`src/rtl/nn_pkg.sv`:
```
// Shared constants and sequencer state encoding for the NN inference test harness.
package nn_pkg;

  localparam int N_INPUTS  = 62;
  localparam int DATA_W    = 8;
  localparam int N_HIDDEN  = 20;
  localparam int N_OUTPUTS = 10;

  typedef enum logic [1:0] {
    LOAD,
    START,
    WAIT,
    CAPTURE
  } state_e;

endpackage

```
`src/rtl/nn_sample_assembler.sv`:
```
// Builds one sample frame (N_INPUTS data bytes, then the expected label); one byte per write,
// frame_done_o pulses combinationally while the label byte is being written.
module nn_sample_assembler #(
  parameter int N_INPUTS = 62,
  parameter int DATA_W   = 8
) (
  input  logic                       clk,
  input  logic                       rst,
  input  logic                       wr_en_i,
  input  logic [DATA_W-1:0]          wr_dat_i,
  output logic [N_INPUTS*DATA_W-1:0] vec_o,
  output logic [DATA_W-1:0]          exp_o,
  output logic                       frame_done_o
);

  localparam int IDX_W = $clog2(N_INPUTS + 1);

  logic [IDX_W-1:0]          idx_q;
  logic [N_INPUTS*DATA_W-1:0] vec_q;
  logic [DATA_W-1:0]          exp_q;
  logic                       last_byte;

  // The byte after the last data byte is the expected label, not part of the vector.
  assign last_byte    = (idx_q == IDX_W'(N_INPUTS));
  assign frame_done_o = wr_en_i && last_byte;
  assign vec_o        = vec_q;
  assign exp_o        = exp_q;

  always_ff @(posedge clk or negedge rst) begin
    if (!rst) begin
      idx_q <= '0;
      vec_q <= '0;
      exp_q <= '0;
    end else if (wr_en_i) begin
      if (last_byte) begin
        exp_q <= wr_dat_i;
        idx_q <= '0;
      end else begin
        vec_q[DATA_W*idx_q +: DATA_W] <= wr_dat_i;
        idx_q <= idx_q + IDX_W'(1);
      end
    end
  end

endmodule

```
`src/rtl/nn_test_sequencer.sv`:
```
// Feeds assembled samples to the NN core, waits NN_LATENCY cycles, scores the returned label.
// Result strobe one cycle after CAPTURE; in_ready is low (input ignored) outside LOAD.
module nn_test_sequencer #(
  parameter int N_INPUTS   = nn_pkg::N_INPUTS,
  parameter int DATA_W     = nn_pkg::DATA_W,
  parameter int NN_LATENCY = 1300,
  parameter int CNT_W      = 16
) (
  input  logic                       clk,
  input  logic                       rst,
  input  logic                       in_valid,
  input  logic [DATA_W-1:0]          in_data,
  output logic                       in_ready,
  input  logic                       clr_stats,
  output logic [N_INPUTS*DATA_W-1:0] nn_data,
  output logic                       nn_start,
  input  logic [DATA_W-1:0]          nn_label,
  output logic                       pred_valid,
  output logic [DATA_W-1:0]          pred_label,
  output logic                       pred_correct,
  output logic [CNT_W-1:0]           total_count,
  output logic [CNT_W-1:0]           correct_count,
  output logic                       busy
);

  import nn_pkg::*;

  localparam int              WAIT_W  = (NN_LATENCY > 1) ? $clog2(NN_LATENCY) : 1;
  localparam logic [CNT_W-1:0] CNT_MAX = '1;

  state_e            state_q;
  logic [WAIT_W-1:0] wait_q;
  logic              rdy_q;
  logic              busy_q;
  logic              start_q;

  logic              pred_valid_q;
  logic [DATA_W-1:0] pred_label_q;
  logic              pred_correct_q;
  logic [CNT_W-1:0]  total_q, total_d;
  logic [CNT_W-1:0]  correct_q, correct_d;

  logic              wr_en;
  logic              frame_done;
  logic [DATA_W-1:0] exp_lbl;
  logic              capture;
  logic              label_match;

  assign wr_en = in_valid && rdy_q;

  nn_sample_assembler #(
    .N_INPUTS (N_INPUTS),
    .DATA_W   (DATA_W)
  ) u_assembler (
    .clk          (clk),
    .rst          (rst),
    .wr_en_i      (wr_en),
    .wr_dat_i     (in_data),
    .vec_o        (nn_data),
    .exp_o        (exp_lbl),
    .frame_done_o (frame_done)
  );

  // Outputs are registered alongside the state so each one changes exactly on its transition.
  always_ff @(posedge clk or negedge rst) begin
    if (!rst) begin
      state_q <= LOAD;
      wait_q  <= '0;
      rdy_q   <= 1'b1;
      busy_q  <= 1'b0;
      start_q <= 1'b0;
    end else begin
      start_q <= 1'b0;
      case (state_q)
        LOAD: begin
          if (frame_done) begin
            state_q <= START;
            start_q <= 1'b1;
            busy_q  <= 1'b1;
            rdy_q   <= 1'b0;
          end
        end
        START: begin
          wait_q  <= WAIT_W'(NN_LATENCY - 1);
          state_q <= WAIT;
        end
        WAIT: begin
          if (wait_q == '0) begin
            state_q <= CAPTURE;
          end else begin
            wait_q <= wait_q - WAIT_W'(1);
          end
        end
        CAPTURE: begin
          state_q <= LOAD;
          busy_q  <= 1'b0;
          rdy_q   <= 1'b1;
        end
        default: begin
          state_q <= LOAD;
          busy_q  <= 1'b0;
          rdy_q   <= 1'b1;
        end
      endcase
    end
  end

  assign capture     = (state_q == CAPTURE);
  assign label_match = (nn_label == exp_lbl);

  // A clear wins over a same-cycle capture; each counter sticks at its maximum independently.
  always_comb begin
    total_d   = total_q;
    correct_d = correct_q;
    if (clr_stats) begin
      total_d   = '0;
      correct_d = '0;
    end else if (capture) begin
      if (total_q != CNT_MAX) begin
        total_d = total_q + CNT_W'(1);
      end
      if (label_match && (correct_q != CNT_MAX)) begin
        correct_d = correct_q + CNT_W'(1);
      end
    end
  end

  always_ff @(posedge clk or negedge rst) begin
    if (!rst) begin
      pred_valid_q   <= 1'b0;
      pred_label_q   <= '0;
      pred_correct_q <= 1'b0;
      total_q        <= '0;
      correct_q      <= '0;
    end else begin
      pred_valid_q <= capture;
      if (capture) begin
        pred_label_q   <= nn_label;
        pred_correct_q <= label_match;
      end
      total_q   <= total_d;
      correct_q <= correct_d;
    end
  end

  assign in_ready      = rdy_q;
  assign busy          = busy_q;
  assign nn_start      = start_q;
  assign pred_valid    = pred_valid_q;
  assign pred_label    = pred_label_q;
  assign pred_correct  = pred_correct_q;
  assign total_count   = total_q;
  assign correct_count = correct_q;

endmodule

```
`config.mk`:
```
export PLATFORM = sky130hd
export DESIGN_NAME = nn_test_sequencer
export DESIGN_NICKNAME = d
export VERILOG_FILES = /design/src/rtl/nn_pkg.sv /design/src/rtl/nn_sample_assembler.sv /design/src/rtl/nn_test_sequencer.sv
export SDC_FILE = /design/constraint.sdc
export NUM_CORES = 1
export LEC_CHECK = 0
export ABC_AREA = 1
export CAP_MARGIN = 20
export CELL_PAD_IN_SITES_DETAIL_PLACEMENT = 2
export CELL_PAD_IN_SITES_GLOBAL_PLACEMENT = 2
export CORE_MARGIN = 4
export CORE_UTILIZATION = 27
export DETAILED_ROUTE_END_ITERATION = 10
export DONT_BUFFER_PORTS = 1
export PLACE_DENSITY = 0.63
export SYNTH_ARGS = -nofsm -noshare
export SYNTH_HDL_FRONTEND = slang
export SYNTH_SLANG_ARGS = --single-unit
```
`constraint.sdc`:
```
create_clock -name clk -period 3.55 [get_ports clk]
set_input_delay 0.71 -clock clk [delete_from_list [all_inputs] [get_ports clk]]
set_output_delay 0.71 -clock clk [all_outputs]
set_load 0.01 [all_outputs]
```
Word-level counts from Yosys, hierarchy flattened

Cells that the tools add are included.

Output and inout bits: 541
Register bits: 568
Bits of input ports: 20

Add/sub/neg operators: 5
Eq/ne operators: 10
Bitwise operators: 1
Reductions and logical operators: 17
Multiplexer cells: 19
Shift-type cells: 2

Operator list:

| operator                   | count |
|---|---|
| $bwmux W496                | 1 |
| $shift A8 B34 Y496 const A | 1 |
| $shiftx A8 B34 Y496        | 1 |
| $mux W16                   | 6 |
| $neg A9 Y34                | 1 |
| $add A16 B1 Y16 const B    | 2 |
| $ne A16 B16 Y1 const B     | 2 |
| $pmux W11 S2               | 1 |
| $reduce_and A2 Y1          | 7 |
| $logic_not A11 Y1          | 1 |
| $mux W11                   | 1 |
| $sub A11 B1 Y11 const B    | 1 |
| $reduce_bool A2 Y1         | 5 |
| $eq A8 B8 Y1               | 1 |
| $pmux W2 S4                | 1 |
| $add A6 B1 Y6 const B      | 1 |
| $eq A6 B6 Y1 const B       | 1 |
| $mux W6                    | 1 |
| $ne A2 B2 Y1 const B       | 3 |
| $eq A2 B2 Y1 const B       | 2 |
| $mux W1                    | 4 |
| $mux W2                    | 2 |
| $pmux W1 S2                | 2 |
| $logic_and A1 B1 Y1        | 3 |
| 3 further kinds            | 3 |

Logic depth before layout (Yosys ltp)

Depth after elaboration: 5
Gate-level depth with buffers: 16
Gate-level depth less buffers: 14

Cells and area by module

Synthesis repeated with hierarchy kept, for this count alone.

Cell total of the unflattened synthesis: 3,342
Area total of the unflattened synthesis: 26,625.5 µm²

By module, submodules not included:

| module              | cells an instance | area an instance (µm²) | sequential area each (µm²) | instances |
|---|---|---|---|---|
| nn_sample_assembler | 2,862             | 23,118.4               | 12,762.2                   | 1 |
| nn_test_sequencer   | 480               | 3,507.1                | 1,452.6                    | 1 |

Worst setup path after synthesis

No wires, ideal clock.

Path type: register to register
Start: reg u_assembler.idx_q[0]
End: reg u_assembler.vec_q[134] (netlist: u_assembler.vec_o[134])
Setup time: 123 ps
Cell stages (with the launch flop): 15
Period minus slack after synthesis: 2,543 ps
Buffers on the path: 3
Slack: 1,007 ps
Data arrival time: 2,420 ps
Cells stage by stage: dfrtp_1 -> inv_2 -> clkbuf_1 -> ha_1 -> nand2_1 -> nand2_2 -> inv_2 -> nor2_2 -> inv_2 -> buf_2 -> nor2_2 -> nand3_2 -> clkbuf_1 -> o21ai_0 -> nand2_1

Word-level cells in the longest chain between the ends: 3
Elaborated cells on any way between the ends: 7
Classes of those cells: add/sub (1); eq/ne (1); shift (2); mux (1); bitwise (1); reduce/logical (1)

RTL lines:

| what                                              | line                                                 | text |
|---|---|---|
| from (decl)                                       | nn_sample_assembler.sv:18                            | `logic [IDX_W-1:0] idx_q;` |
| from (signal assigned)                            | nn_sample_assembler.sv:40                            | `idx_q <= idx_q + IDX_W'(1);` |
| $neg A9 Y34 or $eq A6 B6 Y1 (tied branches)       | nn_sample_assembler.sv:39, nn_sample_assembler.sv:24 |  |
| $shiftx A8 B34 Y496, or another cell as far along | nn_sample_assembler.sv:39                            | `vec_q[DATA_W*idx_q +: DATA_W] <= wr_dat_i;` |
| $bwmux W496 or $reduce_and A2 Y1 (tied branches)  | n/a                                                  |  |
| to (signal, indexed assignment)                   | nn_sample_assembler.sv:39                            |  |
| to (decl)                                         | nn_sample_assembler.sv:19                            | `logic [N_INPUTS*DATA_W-1:0] vec_q;` |

Parallel ways exist; a longest one is shown, timed or not.
A chain may end at the register's enable or synchronous reset.

Final worst setup path

Start: reg u_assembler.idx_q[0]
End: reg u_assembler.vec_q[332] (netlist: u_assembler.vec_o[332])

The elaborated chain is that of the path after synthesis.

==> results.md <==
* Final setup TNS at 0 ns
* CTS HTree Levels at 3
* Post-synth EDFFs at 0
* Critical path data arrival time at approximately 3.7 ns
* Fin crit share at 0.895
* Congestion Overflow GR at 0
* Kind of cell adding the most delay to the critical path: simple AND/OR/NAND/NOR gates
* Die X at around 320 um
* CP max-delay cell: nand3_1
* Crit Path Class: register to register
* Min Hold Slack at -0.226 ns
* Die H at 323 um
* Static Leak at 14.6 nW
* DRT iter0 DRCs at 1331
* PostCTS Resize Cnt at 0
* Total core area at around 98000 sq um
* Num CTS Buffers at 74
* Hold/Removal Path Class: primary input to async pin
* Worst-path clk slew at 0.06 ns
* Number of routed nets with antenna violations at 0
* Post-route minimum period at between 3 and 4 ns
* Reg area at 14200 sq um
* Site Rows at 115
* Starting Density at 0.272
* Routed wire per std cell at 26.0 um
* Status: finished, violations left
* Ports at 561
* Largest net degree at the start of global routing at 569
* CTS tree: done
* Synth async-reset ratio at 1.00
* Post-CTS setup buffer count at 0
* Post-Syn Area at 26800 sq um
* Cell taking the most area after synthesis: dfrtp_1
* Clock sink total at about 570
* Synth area leaders: dfrtp_1, nand2_1, nand3_1, nor2_1, o21ai_0
* First-pass GRT wire length at approximately 180000 um
* Met2 usage at 0.386
* Post-synth net total at 3457
* Initial antenna violation count at 3
* Most common cell after layout, fill and taps aside: nand2_1
* Area Overhead vs Synth at 15.0%
* Max Slew Vio Count at 470
* Area of the multi-input gates at 11100 sq um
* Failing checks: hold timing, slew limit
* Yosys warnings at 0
* Max-cap violations at 0
* Worst-Margin Slew at approximately 2.8 ns
* CP endpoint kind: register
* Maximum VDD drop at about 450 uV
* Final hold vios at 53
* Die Area at approximately 100000 sq um
* Post-DR vias/cell at 5.06
* WP buf/inv at 5
* Gr busiest metal: met2
* Cells after Synth at 3425
* CTS root buffer: clkbuf_16
* Crit start category: register
* Clk_lat worst skew at 0.64 ns
* Final setup violation count at 0
* Synth unique cells at 37
* Delay of the slowest cell on the worst path at 0.41 ns
* Most frequent cells in the layout: nand2_1, dfrtp_1, nor2_1
* Req. time, crit path at approximately 4 ns
* Antenna cells at 0
* Max Fanout on Critical Path at 52
* Drt first pass iters at 5
* Met3 global-route usage at 0.0783
* I/O Buffers at 0
* Final Skew at 0.0127 ns
* Cell Chain, Critical Path: inv_2, buf_4, nand2_1, nor2_1, ha_4, inv_6, nand2_1, clkinv_2, buf_12, nand3_1, nand2_1, nand2_1
* Avg Cell Area, Syn at 7.82 sq um
* Fill cells at 11.4k
* Ys flop type: dfrtp_1
* Remaining DRCs at 0
* Fmax at between 0.3 and 0.4 GHz
* Vias post-DR at approximately 24k
* Nets@finish at 3394
* Grt met1 use at 0.289
* Vias in the first global route at ~25k
* Synthesis-stage register bit count at 568
* Area fraction of the dominant cell type after synthesis at 0.530
* DRT Wirelength at 123000 um
* Post-DP HPWL at approximately 87000 um
* Routability cong. at about 0.78
* Total track usage at 0.232
* Clock buffer depth at 3
* Pwr dens at ~790 nW/um^2
* Slew headroom at -0.893
* Layout cell share with drive strength beyond 1 at 0.0707
* Cell repeated most along the worst path: nand2_1
* Unrepaired setup endpoints after global routing: false
* Register area share after synthesis at 0.531
## path summary, 6_finish.rpt
path | start | slack (ns) | end | cells after the start
setup / recovery | u_assembler.idx_q[0]$_DFFE_PN0P_ | 0.37 | u_assembler.vec_o[332]$_DFFE_PN0P_ | 12
hold / removal | rst | -0.23 | total_count[9]$_DFFE_PN0P_ | 0
setup reg to reg | u_assembler.idx_q[0]$_DFFE_PN0P_ | 0.37 | u_assembler.vec_o[332]$_DFFE_PN0P_ | 12
hold reg to reg | wait_q[10]$_DFFE_PN0P_ | 0.49 | wait_q[10]$_DFFE_PN0P_ | 2
max in group asynchronous | rst | 1.54 | u_assembler.vec_o[184]$_DFFE_PN0P_ | 0
min in group clk | clr_stats | 0.15 | total_count[0]$_DFFE_PN0P_ | 1
## layout make-up
class	count	share of cell area
inverter	148	0.0184
multi-input combinational	2496	0.361
sequential	568	0.462
tap	1287	0.0523
clock buffer	114	0.0757
clock inverter	22	0.00959
timing repair buffer	74	0.0213
## where the power goes
part	switching, mW	internal [mW]	leakage [nW]	total (mW)
Sequential	1.21	7.22	7.78	8.43
Clock	3.13	5.02	1.30	8.15
Combinational	6.37	1.52	5.53	7.88
## routing by layer
| metal | vias up | wire length (um) |
|---|---|---|
| met4 | 0 | 2990 |
| met3 | 128 | 10100 |
| met2 | 552 | 58100 |
| met1 | 12100 | 51400 |
| met5 | - | 0 |
| li1 | 11000 | - |
## synthesized netlist by cell type (2+ instances only)
master and n:
clkinv_1 4, nand2_2 3, nor3_1 109, nand3_1 334, nor4_1 10, dfrtp_1 567, o21ai_0 288, inv_1 138
buf_2 71, a31o_2 3, nand2_1 1123, xor2_1 22, xnor2_1 3, a21oi_1 19, nand4_1 106, nand3_2 4
o22ai_1 6, buf_4 15, buf_1 10, o21ai_1 14, ha_1 12, o31ai_1 6, nor2_2 17, nor2_1 404
inv_2 6, clkbuf_1 116, nor2_4 2, nor3b_1 4
## cells by family (layout without fill, tap and decap cells)
kind of cell | count (synthesis) | in the layout | share of synthesized area
compound gates | 339 | 339 | 0.0650
xor+xnor | 25 | 25 | 0.00818
simple gates | 2120 | 2120 | 0.334
fa+ha+maj | 12 | 12 | 0.00561
buf+inv | 361 | 358 | 0.0563
flops | 568 | 568 | 0.531
## through the flow
| step | cells | util | cell area, sq um | setup WS (ns) | power [mW] |
|---|---|---|---|---|---|
| floorplan | 3425 | - | 26800 | 1.01 | 12.9 |
| detailed placement | 4573 | 0.286 | 28200 | 0.366 | 16.5 |
| CTS | 4709 | 0.313 | 30800 | 0.344 | 24.9 |
| finish | 4709 | 0.313 | 30800 | 0.374 | 24.5 |
| global placement | 4573 | 0.286 | 28200 | 0.389 | 16.4 |
| global route | 4709 | 0.313 | 30800 | 0.0976 | 25.9 |
## state kept, by name (all words and copies together), names as in the netlist
register	flops
u_assembler.vec_o	496
busy	1
u_assembler.exp_o	8
pred_label	8
wait_q	11
pred_correct	1
u_assembler.idx_q	6
nn_start	1
correct_count	16
total_count	16
pred_valid	1
in_ready	1
state_q	2
Note: power is estimated with default switching activity, not from simulation.
